<file path="config.mk">
export PLATFORM = sky130hd
export DESIGN_NAME = vo_pattern_gen_flat
export DESIGN_NICKNAME = d
export VERILOG_FILES = /design/src/rtl/vo_pattern_gen_pkg.sv /design/src/rtl/vo_pattern_gen_if.sv /design/src/rtl/vo_pattern_pixel.sv /design/src/rtl/vo_pattern_gen.sv /design/src/flat_wrapper.sv
export SDC_FILE = /design/constraint.sdc
export NUM_CORES = 1
export LEC_CHECK = 0
export CAP_MARGIN = 30
export CORE_MARGIN = 5
export CORE_UTILIZATION = 54
export DETAILED_ROUTE_END_ITERATION = 7
export GPL_TIMING_DRIVEN = 0
export PLACE_DENSITY = 0.75
export SLEW_MARGIN = 20
export SYNTH_ARGS = -nofsm -noshare
export SYNTH_HDL_FRONTEND = slang
export SYNTH_SLANG_ARGS = --single-unit
</file>
<file path="constraint.sdc">
create_clock -name vo_clk -period 2.7 [get_ports vo_clk]
set_input_delay 0.405 -clock vo_clk [delete_from_list [all_inputs] [get_ports vo_clk]]
set_output_delay 0.405 -clock vo_clk [all_outputs]
set_load 0.02 [all_outputs]
</file>
<file path="src/rtl/vo_pattern_gen_pkg.sv">
// Shared video definitions for the pattern generator and the output stage.
//   - pattern mode encodings (PAT_*)
//   - pattern generator FSM state type
//   - 8-entry colour-bar table
//   - RGB packing: R in [7:0], G in [15:8], B in [23:16]
package vo_pattern_gen_pkg;

  localparam int RGB_W = 24;
  localparam int R_LSB = 0;
  localparam int G_LSB = 8;
  localparam int B_LSB = 16;

  typedef enum logic [1:0] {
    PAT_BARS  = 2'd0,
    PAT_CHECK = 2'd1,
    PAT_GRAD  = 2'd2,
    PAT_SOLID = 2'd3
  } pat_mode_e;

  typedef enum logic [1:0] {
    ST_IDLE   = 2'd0,
    ST_ACTIVE = 2'd1,
    ST_DONE   = 2'd2
  } vo_state_e;

  function automatic logic [RGB_W-1:0] pack_rgb(input logic [7:0] r,
                                                input logic [7:0] g,
                                                input logic [7:0] b);
    logic [RGB_W-1:0] v;
    v = '0;
    v[R_LSB +: 8] = r;
    v[G_LSB +: 8] = g;
    v[B_LSB +: 8] = b;
    return v;
  endfunction

  // Index 0 is the leftmost bar.
  localparam logic [7:0][RGB_W-1:0] BAR_RGB = {
    24'h00_00_00,  // 7 black
    24'hFF_00_00,  // 6 blue
    24'h00_00_FF,  // 5 red
    24'hFF_00_FF,  // 4 magenta
    24'h00_FF_00,  // 3 green
    24'hFF_FF_00,  // 2 cyan
    24'h00_FF_FF,  // 1 yellow
    24'hFF_FF_FF   // 0 white
  };

endpackage

</file>
<file path="src/rtl/vo_pattern_gen_if.sv">
// Pixel stream between the pattern generator (master) and the output stage (slave).
//   pix_req    pixel valid
//   pix_ready  sink accepts the current pixel
//   pix_eol    last pixel of a line
//   pix_eof    last pixel of a frame
//   pix_vsync  first pixel of a frame
//   pix_pixel  packed RGB
interface vo_pattern_gen_if;
  logic                                pix_req;
  logic                                pix_ready;
  logic                                pix_eol;
  logic                                pix_eof;
  logic                                pix_vsync;
  logic [vo_pattern_gen_pkg::RGB_W-1:0] pix_pixel;

  modport master (
    output pix_req, pix_eol, pix_eof, pix_vsync, pix_pixel,
    input  pix_ready
  );

  modport slave (
    input  pix_req, pix_eol, pix_eof, pix_vsync, pix_pixel,
    output pix_ready
  );
endinterface

</file>
<file path="src/rtl/vo_pattern_pixel.sv">
// Combinational pattern lookup.
//   mode_i  pattern select
//   px_i    pattern x-coordinate (checker, gradient)
//   y_i     line number
//   bar_i   colour-bar index
//   rgb_o   packed RGB colour
module vo_pattern_pixel
  import vo_pattern_gen_pkg::*;
#(
  parameter int               XW          = 11,
  parameter int               YW          = 10,
  parameter int               CHECK_SHIFT = 5,
  parameter logic [RGB_W-1:0] SOLID_RGB   = 24'hFF_FF_FF
) (
  input  pat_mode_e        mode_i,
  input  logic [XW-1:0]    px_i,
  input  logic [YW-1:0]    y_i,
  input  logic [2:0]       bar_i,
  output logic [RGB_W-1:0] rgb_o
);
  logic       chk_x;
  logic       chk_y;
  logic [7:0] grad;

  // Shift form keeps CHECK_SHIFT legal even when it exceeds the counter width.
  assign chk_x = |((px_i >> CHECK_SHIFT) & XW'(1));
  assign chk_y = |((y_i >> CHECK_SHIFT) & YW'(1));
  assign grad  = 8'(px_i);

  always_comb begin
    rgb_o = '0;
    unique case (mode_i)
      PAT_BARS:  rgb_o = BAR_RGB[bar_i];
      PAT_CHECK: rgb_o = (chk_x ^ chk_y) ? 24'hFF_FF_FF : 24'h00_00_00;
      PAT_GRAD:  rgb_o = pack_rgb(grad, grad, grad);
      PAT_SOLID: rgb_o = SOLID_RGB;
      default:   rgb_o = '0;
    endcase
  end
endmodule

</file>
<file path="src/rtl/vo_pattern_gen.sv">
// Frame-locked test-pattern source (bars, checker, gradient, solid).
//   vo_clk, vo_reset  pixel clock, synchronous active-high reset
//   frame_start       starts/restarts a frame, latches mode
//   mode              pattern select, sampled on frame_start only
//   pix               pixel stream master (req/ready, eol/eof/vsync, pixel)
//   frame_cnt         completed frames, wraps
// Optional build macro VO_PATTERN_SCROLL_EN: offsets the pattern x-coordinate
// by frame_cnt (modulo H_ACTIVE for bars, truncated for checker/gradient).
//
// state  | meaning
// IDLE   | after reset, no frame yet, pix_req low
// ACTIVE | presenting pixels, pix_req high
// DONE   | frame complete, waiting for frame_start
module vo_pattern_gen
  import vo_pattern_gen_pkg::*;
#(
  parameter int               H_ACTIVE    = 1280,
  parameter int               V_ACTIVE    = 1024,
  parameter int               CHECK_SHIFT = 5,
  parameter logic [RGB_W-1:0] SOLID_RGB   = 24'hFF_FF_FF
) (
  input  logic             vo_clk,
  input  logic             vo_reset,
  input  logic             frame_start,
  input  logic [1:0]       mode,
  vo_pattern_gen_if.master pix,
  output logic [7:0]       frame_cnt
);
  localparam int XW    = $clog2(H_ACTIVE);
  localparam int YW    = $clog2(V_ACTIVE);
  localparam int BAR_W = H_ACTIVE / 8;
  localparam int CW    = (BAR_W > 1) ? $clog2(BAR_W) : 1;
  localparam logic [XW-1:0] X_LAST   = XW'(H_ACTIVE - 1);
  localparam logic [YW-1:0] Y_LAST   = YW'(V_ACTIVE - 1);
  localparam logic [CW-1:0] CNT_LOAD = CW'(BAR_W - 1);

  // Bar tracking: pattern x, bar index, and a down-counter of pixels left in the bar.
  typedef struct packed {
    logic [XW-1:0] sx;
    logic [2:0]    bar;
    logic [CW-1:0] cnt;
  } bpos_t;
  localparam bpos_t BPOS_ZERO = '{sx: '0, bar: 3'd0, cnt: CNT_LOAD};

  function automatic bpos_t bpos_step(input bpos_t p);
    bpos_t n;
    n = p;
    if (p.sx == X_LAST) begin
      n = BPOS_ZERO;
    end else begin
      n.sx = p.sx + XW'(1);
      if (p.cnt == '0) begin
        n.bar = p.bar + 3'd1;
        n.cnt = CNT_LOAD;
      end else begin
        n.cnt = p.cnt - CW'(1);
      end
    end
    return n;
  endfunction

  vo_state_e        state_q, state_d;
  logic [XW-1:0]    x_q, x_d;
  logic [YW-1:0]    y_q, y_d;
  pat_mode_e        mode_q, mode_d;
  logic [7:0]       fcnt_q, fcnt_d;
  bpos_t            pos_q, pos_d;
  bpos_t            start_pos;
  logic [XW-1:0]    px;
  logic             req_q, req_d, eol_q, eol_d, eof_q, eof_d, vsync_q, vsync_d;
  logic [RGB_W-1:0] pixel_q, pixel_d, pat_rgb;
  logic             xfer, at_eol, at_last, frame_done;

  assign xfer       = req_q & pix.pix_ready;
  assign at_eol     = (x_q == X_LAST);
  assign at_last    = at_eol & (y_q == Y_LAST);
  assign frame_done = xfer & at_last;
  assign fcnt_d     = frame_done ? fcnt_q + 8'd1 : fcnt_q;

`ifdef VO_PATTERN_SCROLL_EN
  // Bar position of frame_cnt mod H_ACTIVE, stepped alongside frame_cnt so the
  // per-frame starting bar needs no divider.
  bpos_t off_q, off_d;

  always_comb begin
    off_d = off_q;
    if (frame_done) off_d = (fcnt_q == 8'hFF) ? BPOS_ZERO : bpos_step(off_q);
  end

  always_ff @(posedge vo_clk) begin
    if (vo_reset) off_q <= BPOS_ZERO;
    else          off_q <= off_d;
  end

  assign start_pos = off_d;
  assign px        = x_d + XW'(fcnt_d);
`else
  assign start_pos = BPOS_ZERO;
  assign px        = x_d;
`endif

  // State register
  always_ff @(posedge vo_clk) begin
    if (vo_reset) state_q <= ST_IDLE;
    else          state_q <= state_d;
  end

  // Next state
  always_comb begin
    state_d = state_q;
    unique case (state_q)
      ST_IDLE, ST_DONE: if (frame_start) state_d = ST_ACTIVE;
      ST_ACTIVE: begin
        if (frame_start)     state_d = ST_ACTIVE;
        else if (frame_done) state_d = ST_DONE;
      end
      default: state_d = ST_IDLE;
    endcase
  end

  // Coordinate of the pixel to present next cycle.
  always_comb begin
    x_d    = x_q;
    y_d    = y_q;
    mode_d = mode_q;
    pos_d  = pos_q;
    if (frame_start) begin
      x_d    = '0;
      y_d    = '0;
      mode_d = pat_mode_e'(mode);
      pos_d  = start_pos;
    end else if (xfer && !at_last) begin
      if (at_eol) begin
        x_d   = '0;
        y_d   = y_q + YW'(1);
        pos_d = start_pos;
      end else begin
        x_d   = x_q + XW'(1);
        pos_d = bpos_step(pos_q);
      end
    end
  end

  vo_pattern_pixel #(
    .XW          (XW),
    .YW          (YW),
    .CHECK_SHIFT (CHECK_SHIFT),
    .SOLID_RGB   (SOLID_RGB)
  ) u_pixel (
    .mode_i (mode_d),
    .px_i   (px),
    .y_i    (y_d),
    .bar_i  (pos_d.bar),
    .rgb_o  (pat_rgb)
  );

  // Outputs, computed from next-cycle coordinate and registered.
  always_comb begin
    req_d   = (state_d == ST_ACTIVE);
    eol_d   = req_d & (x_d == X_LAST);
    eof_d   = eol_d & (y_d == Y_LAST);
    vsync_d = req_d & (x_d == '0) & (y_d == '0);
    pixel_d = req_d ? pat_rgb : '0;
  end

  always_ff @(posedge vo_clk) begin
    if (vo_reset) begin
      x_q     <= '0;
      y_q     <= '0;
      mode_q  <= PAT_BARS;
      fcnt_q  <= '0;
      pos_q   <= BPOS_ZERO;
      req_q   <= 1'b0;
      eol_q   <= 1'b0;
      eof_q   <= 1'b0;
      vsync_q <= 1'b0;
      pixel_q <= '0;
    end else begin
      x_q     <= x_d;
      y_q     <= y_d;
      mode_q  <= mode_d;
      fcnt_q  <= fcnt_d;
      pos_q   <= pos_d;
      req_q   <= req_d;
      eol_q   <= eol_d;
      eof_q   <= eof_d;
      vsync_q <= vsync_d;
      pixel_q <= pixel_d;
    end
  end

  assign pix.pix_req   = req_q;
  assign pix.pix_eol   = eol_q;
  assign pix.pix_eof   = eof_q;
  assign pix.pix_vsync = vsync_q;
  assign pix.pix_pixel = pixel_q;
  assign frame_cnt     = fcnt_q;
endmodule

</file>
<file path="src/flat_wrapper.sv">
// flat-port wrapper written by rule: the top's interface ports become plain ports
module vo_pattern_gen_flat import vo_pattern_gen_pkg::*;
#(
  parameter int               H_ACTIVE    = 1280,
  parameter int               V_ACTIVE    = 1024,
  parameter int               CHECK_SHIFT = 5,
  parameter logic [RGB_W-1:0] SOLID_RGB   = 24'hFF_FF_FF
)
  (vo_clk, vo_reset, frame_start, mode, frame_cnt, pix_pix_req, pix_pix_eol, pix_pix_eof, pix_pix_vsync, pix_pix_pixel, pix_pix_ready);
  vo_pattern_gen_if pix_i ();
  input  logic vo_clk;
  input  logic vo_reset;
  input  logic frame_start;
  input  logic [1:0] mode;
  output logic [7:0] frame_cnt;
  output wire logic [$bits(pix_i.pix_req)-1:0] pix_pix_req;
  output wire logic [$bits(pix_i.pix_eol)-1:0] pix_pix_eol;
  output wire logic [$bits(pix_i.pix_eof)-1:0] pix_pix_eof;
  output wire logic [$bits(pix_i.pix_vsync)-1:0] pix_pix_vsync;
  output wire logic [$bits(pix_i.pix_pixel)-1:0] pix_pix_pixel;
  input wire logic [$bits(pix_i.pix_ready)-1:0] pix_pix_ready;
  assign pix_pix_req = pix_i.pix_req;
  assign pix_pix_eol = pix_i.pix_eol;
  assign pix_pix_eof = pix_i.pix_eof;
  assign pix_pix_vsync = pix_i.pix_vsync;
  assign pix_pix_pixel = pix_i.pix_pixel;
  assign pix_i.pix_ready = pix_pix_ready;
  vo_pattern_gen #(.H_ACTIVE(H_ACTIVE), .V_ACTIVE(V_ACTIVE), .CHECK_SHIFT(CHECK_SHIFT), .SOLID_RGB(SOLID_RGB)) u_core (.vo_clk(vo_clk), .vo_reset(vo_reset), .frame_start(frame_start), .mode(mode), .pix(pix_i), .frame_cnt(frame_cnt));
endmodule
</file>
After elaboration in Yosys (flattened, before gate mapping)

Memory sizes are Yosys's and may differ from the RTL's.
Cells that the tools add are included.

Bits in latches: 0
Memories: 1
Output and inout bits: 36
Input bits: 6
RAM bits: 0
Word-level logic and storage cells: 71
Register bits: 83
Memory bits (read-only): 192

Multiply operators: 0
Bitwise operators: 9
Shifts and indexed selects: 0
Divide/modulo/power cells: 0
Reductions and logical operators: 10
$lt $le $gt $ge: 1
Equal/unequal tests: 11
Add/subtract/negate cells: 6
Mux-type cells: 20

Memories:

| memory           | words | width | rd ports | clocked after Yosys merged registers in | wr ports | RTL line               | source |
|---|---|---|---|---|---|---|---|
| (name not given) | 8     | 24    | 1        | 0                                       | 0        | vo_pattern_pixel.sv:33 | `PAT_BARS: rgb_o = BAR_RGB[bar_i];` |

Operators by type and width:

| operator                                                   | number |
|---|---|
| case mux 24 bit (4 select lines)                           | 1 |
| two-way mux 11 bit                                         | 5 |
| two-way mux 24 bit                                         | 2 |
| two-way mux 22 bit                                         | 2 |
| equality test 11 bit, second input constant                | 3 |
| two-way mux 10 bit                                         | 3 |
| adder 11 x 1 -> 11 bit, second input constant              | 2 |
| equality test 10 bit, second input constant                | 2 |
| zero test 11 bit                                           | 1 |
| adder 10 x 1 -> 10 bit, second input constant              | 1 |
| zero test 10 bit                                           | 1 |
| adder 8 x 1 -> 8 bit, second input constant                | 1 |
| zero test 8 bit                                            | 1 |
| two-way mux 2 bit                                          | 4 |
| two-way mux 8 bit                                          | 1 |
| subtractor 8 x 1 -> 8 bit, second input constant           | 1 |
| bitwise AND 1 bit                                          | 7 |
| equality test 2 x 1 -> 1 bit, second input constant        | 3 |
| equality test 2 bit, second input constant                 | 3 |
| OR reduction 2 bit                                         | 3 |
| zero test 2 bit                                            | 2 |
| less-than comparator 3 x 4 -> 1 bit, second input constant | 1 |
| case mux 2 bit (2 select lines)                            | 1 |
| adder 3 x 1 -> 3 bit, second input constant                | 1 |
| 5 further kinds                                            | 5 |

Logic depth before layout (Yosys ltp)

Depth in word-level cells: 9
Gate-level depth with buffers: 11
Mapped depth without buffers: 8

Modules after synthesis

From an unflattened synthesis, not the netlist that was laid out.

Cell total of the unflattened synthesis: 471
Area, all modules: 3936.3 um^2

By module, submodules not included:

| module           | cells each | instances | area an instance (um^2) | seq. area each (um^2) |
|---|---|---|---|---|
| vo_pattern_gen   | 429        | 1         | 3672.3                  | 1661.6 |
| vo_pattern_pixel | 42         | 1         | 264.0                   | 0.0 |

Worst setup path after synthesis

OpenSTA, ideal clock, no wires.

Path type: reg-to-reg
Start point: register u_core.y_q[0]
End point: register u_core.eof_q, in the netlist u_core.pix.pix_eof
Data required time: 2639 ps
Setup time: 61 ps
Path buffers: 1
Clock period less this slack: 2457 ps
Stages on the path, launching flop included: 9
Path slack: 243 ps
Arrival: 2396 ps
Cell sequence: dfxtp_1 -> ha_1 -> nand3_2 -> or3_1 -> buf_2 -> a211oi_1 -> mux2i_1 -> or4_1 -> and4b_1

Word-level cells in the longest chain between the ends: 9
Elaborated cells between the ends (all ways): 19
Those cells by class: add/sub (1); eq/ne (4); mux (8); bitwise (4); reduce/logical (2)

RTL lines:

| element                                                        | RTL line              | source |
|---|---|---|
| start: declaration                                             | vo_pattern_gen.sv:64  | `logic [YW-1:0] y_q, y_d;` |
| start signal: assignment                                       | vo_pattern_gen.sv:180 | `y_q <= y_d;` |
| branches (longest 8 deep; another with adder 10 x 1 -> 10 bit) | -                     |  |
| bitwise AND 1 bit (*)                                          | vo_pattern_gen.sv:161 | `eof_d = eol_d & (y_d == Y_LAST);` |
| end signal: assignment                                         | vo_pattern_gen.sv:186 | `eof_q <= eof_d;` |
| end: declaration                                               | vo_pattern_gen.sv:70  | `logic req_q, req_d, eol_q, eol_d, eof_q, eof_d, vsync_q, vsync_d;` |

Mark *: on every way between the ends.
A chain may end at the register's enable or synchronous reset.

Worst setup path after layout

Ends and elaborated chain as after synthesis.

==> results.md <==
* Peak VDD IR at around 250 uV
* Status: complete, no violations
* Fin crit share at between 90 and 100%
* Syn_nets at 470
* Root cell of the clock tree: clkbuf_8
* Initial core utilization at a little over half
* Clock transition at path regs at around 0.09 ns
* Die H at ~95 um
* Mapped cell area at just under 4000 um^2
* Yosys warning total at 0
* RSZ-0062 raised after global routing: yes
* WS Path Type: reg -> reg
* Worst EP required at roughly 3.0 ns
* Count leader, synth: dfxtp_1
* Post-route DRC at 0
* Switch share at around 26%
* Post-synthesis sequential area ratio at ~42%
* Main synth FF type: dfxtp_1
* Max Clock Freq at between 300 and 400 MHz
* Max-slew violations at 0
* Combinational share of power at approximately 10%
* Post-Layout Inst Area at approximately 4900 um^2
* Post-Route WL at about 9.6 mm
* Layout cells sized above 1 at between 10% and 20%
* Max H-tree Level at 3
* Synth top area cells: dfxtp_1, nand2_1, nor2_1, xor2_1, xnor2_1
* N_diodes at 0
* Syn_area_per_cell at ~8.6 um^2
* Setup crit start: u_core.y_q[0]
* Worst path top cell family by delay: simple AND/OR/NAND/NOR gates
* Pre-CTS WS at -0.4730 ns
* Mapped Cells at 458
* DRT iter0 DRCs at roughly 230
* Vias in the first global route at approximately 3.4k
* CP Max Fanout at 6
* Fraction of registers with async set/reset at 0%
* Final #Nets at around 540
* Row count at 31
* Pwr Total at 2.412 mW
* CTS tree: yes
* Synthesized flop and latch total at 83
* Total CTS buffers at 9
* Final ANT Viol Nets at 0
* Seq pwr share at between 50% and 60%
* Synth-to-Final Area Change at 25.21%
* RR Startpoint: u_core.y_q[0]
* Clock Sinks at between 80 and 90
* Slowest CP cell: or4_1
* Io pins at 42
* Die W at about 95 um
* Top cell type's share of synthesized area at between 40% and 50%
* Area leader, netlist: dfxtp_1
* Router iterations before antenna repair at 4
* Fin. Hold Viols at 0
* Vias at 3,581
* Fin Setup TNS at 0 ns
* Initial antenna violation count at 0
* Core area at ~7200 um^2
* First-pass GRT wire length at between 15 and 20 mm
* CP bufs+invs at 1
* Clk pwr share at 37.2%
* Min cycle time layout at 2.649 ns
* Worst-Skew Late Latency at 0.36 ns
* PD cells at slightly below 500 nW/um^2
* Post-synth top cells: dfxtp_1, nand2_1, nor2_1, nor3_1, xor2_1
* Routability congestion estimate at between 0.9 and 1
* Drt wl/cell at between 15 and 20 um
* Grt ovf at 0
* CP Capture Type: flip-flop
* Netlist cell types at 65
* Worst Clk Skew at ~0.015 ns
* Placed cell area at 4469 um^2
* Worst-Margin Slew at between 0.7 and 0.8 ns
* Largest net degree at the start of global routing at 16
* Worst setup margin at 0.05134 ns
* Via density at approximately 5.7
* GRT Util Overall at 21.88%
* DIE AREA at 9094 um^2
* # setup viols final at 0
* Max Buffers Root-to-Sink at 2
* Leak Pwr at between 1.5 and 2 nW
* I/O Buffers at 41
* Post-synth EDFFs at 0
* Slew HR at 49.68%
* Cells along the critical path: ha_4, nand3_4, or3_4, buf_8, a41o_1, nor3_2, o211ai_1, or4_1, and4b_1
* Hold Path Class: reg -> reg
* Worst hold margin at ~0.5 ns
* Switching pwr at 0.6163 mW
* Internal cell power at ~1.8 mW
* Arr. time, crit path at between 2 and 3 ns
* DP HPWL at just under 7 mm
* Max-cap violation count at 0
* HP Start: u_core.frame_cnt[7]
* Critical path's largest stage delay at 0.52 ns
* CP Launch Type: flip-flop
layout make-up:
class | count | area [um^2]
sequential | 83 | 1670
tap | 99 | 123.9
timing repair buffer | 56 | 523.0
clock buffer | 10 | 127.6
inverter | 8 | 30.03
buffer | 18 | 95.09
multi-input combinational | 348 | 2285
fill | 605 | 2248
clock inverter | 6 | 72.57
metal layers:
metal  vias to the layer above  wire [um]  track usage (%)
met5                         -          0                0
met4                         0        225            9.495
met3                        20        544            5.288
met2                       116       4501            35.45
met1                      1675       4336            27.65
li1                       1770          -                -
flip-flops by register name (all words and copies together) (netlist names):
| register | count |
|---|---|
| u_core.pix.pix_pixel | 24 |
| u_core.pos_q | 22 |
| u_core.x_q | 11 |
| u_core.y_q | 10 |
| u_core.frame_cnt | 8 |
| u_core.mode_q | 2 |
| u_core.state_q | 2 |
| u_core.pix.pix_eof | 1 |
| u_core.pix.pix_eol | 1 |
| u_core.pix.pix_req | 1 |
| u_core.pix.pix_vsync | 1 |
worst register-to-register path: cells and delay by family, from the launching register on:
| family | cells | cell delay (ns) |
|---|---|---|
| adder cells (fa/ha/maj) | 1 | 0.15 |
| buffers and inverters | 1 | 0.15 |
| flip-flops | 1 | 0.37 |
| AND/OR/NAND/NOR | 5 | 1.59 |
| AO/OA/AOI/OAI | 2 | 0.34 |
timing repair:
| item | CTS | global route |
|---|---|---|
| pin swaps | 1 | 7 |
| setup buffers | 0 | 15 |
| gates resized for setup | 16 | 27 |
| hold buffers | 0 | 0 |
| endpoints found under the setup margin | 43 | 44 |
power by group through the flow:
stage	Clock, mW	Combinational (mW)	Sequential, mW
2_1_floorplan	0	0.0855	1.35
3_3_place_gp	0	0.232	1.30
3_5_place_dp	0	0.234	1.30
4_1_cts	0.908	0.237	1.27
5_1_grt	0.987	0.262	1.28
6_report	0.898	0.241	1.27
stage by stage:
step	util, %	std cells
finish	68.67	628
global route	68.67	628
CTS	65.58	613
detailed placement	62.28	598
global placement	62.28	598
floorplan	-	458
cells by family after synthesis:
group                    after synthesis  share of synthesized area (%)
AND/OR/NAND/NOR                      230                          30.81
adder cells (fa/ha/maj)                6                          1.908
AO/OA/AOI/OAI                         68                          11.99
flip-flops                            83                          42.23
buffers and inverters                 27                          2.830
XOR/XNOR                              32                          7.122
multiplexers                          12                          3.116
final timing paths:
check,end,slack [ns],cells past startpoint
max,u_core.pix.pix_eof,0.05,9
min,u_core.frame_cnt[7],0.50,2
max reg2reg,u_core.pix.pix_eof,0.05,9
min reg2reg,u_core.frame_cnt[7],0.50,2
placed cells by master, fill, tap and decap left out, types with 4 or more instances in the layout:
cell type        synthesis  layout
nand4_1                 14      14
buf_4                    2      17
clkdlybuf4s50_1          0      41
nor3_1                  19      19
and4_1                   4       4
nand2_1                 61      61
a21oi_1                 16      16
nor2_1                  51      48
clkbuf_8                 0       9
and2_1                   4       4
nor2b_1                  4       4
nor3b_1                  4       4
nand3_1                 14      14
clkbuf_1                14       9
or4_1                    4       4
inv_1                    8       8
mux2i_1                 10       9
xor2_1                  17      17
a31oi_1                  4       4
ha_1                     6       4
nor4_1                   8       6
or3_1                    6       5
clkbuf_2                 0       4
o21ai_0                 16      15
nand2b_1                 7       7
xnor2_1                 15      14
and3_1                   5       5
dfxtp_1                 83      80
Note: power is estimated with default switching activity, not from simulation.
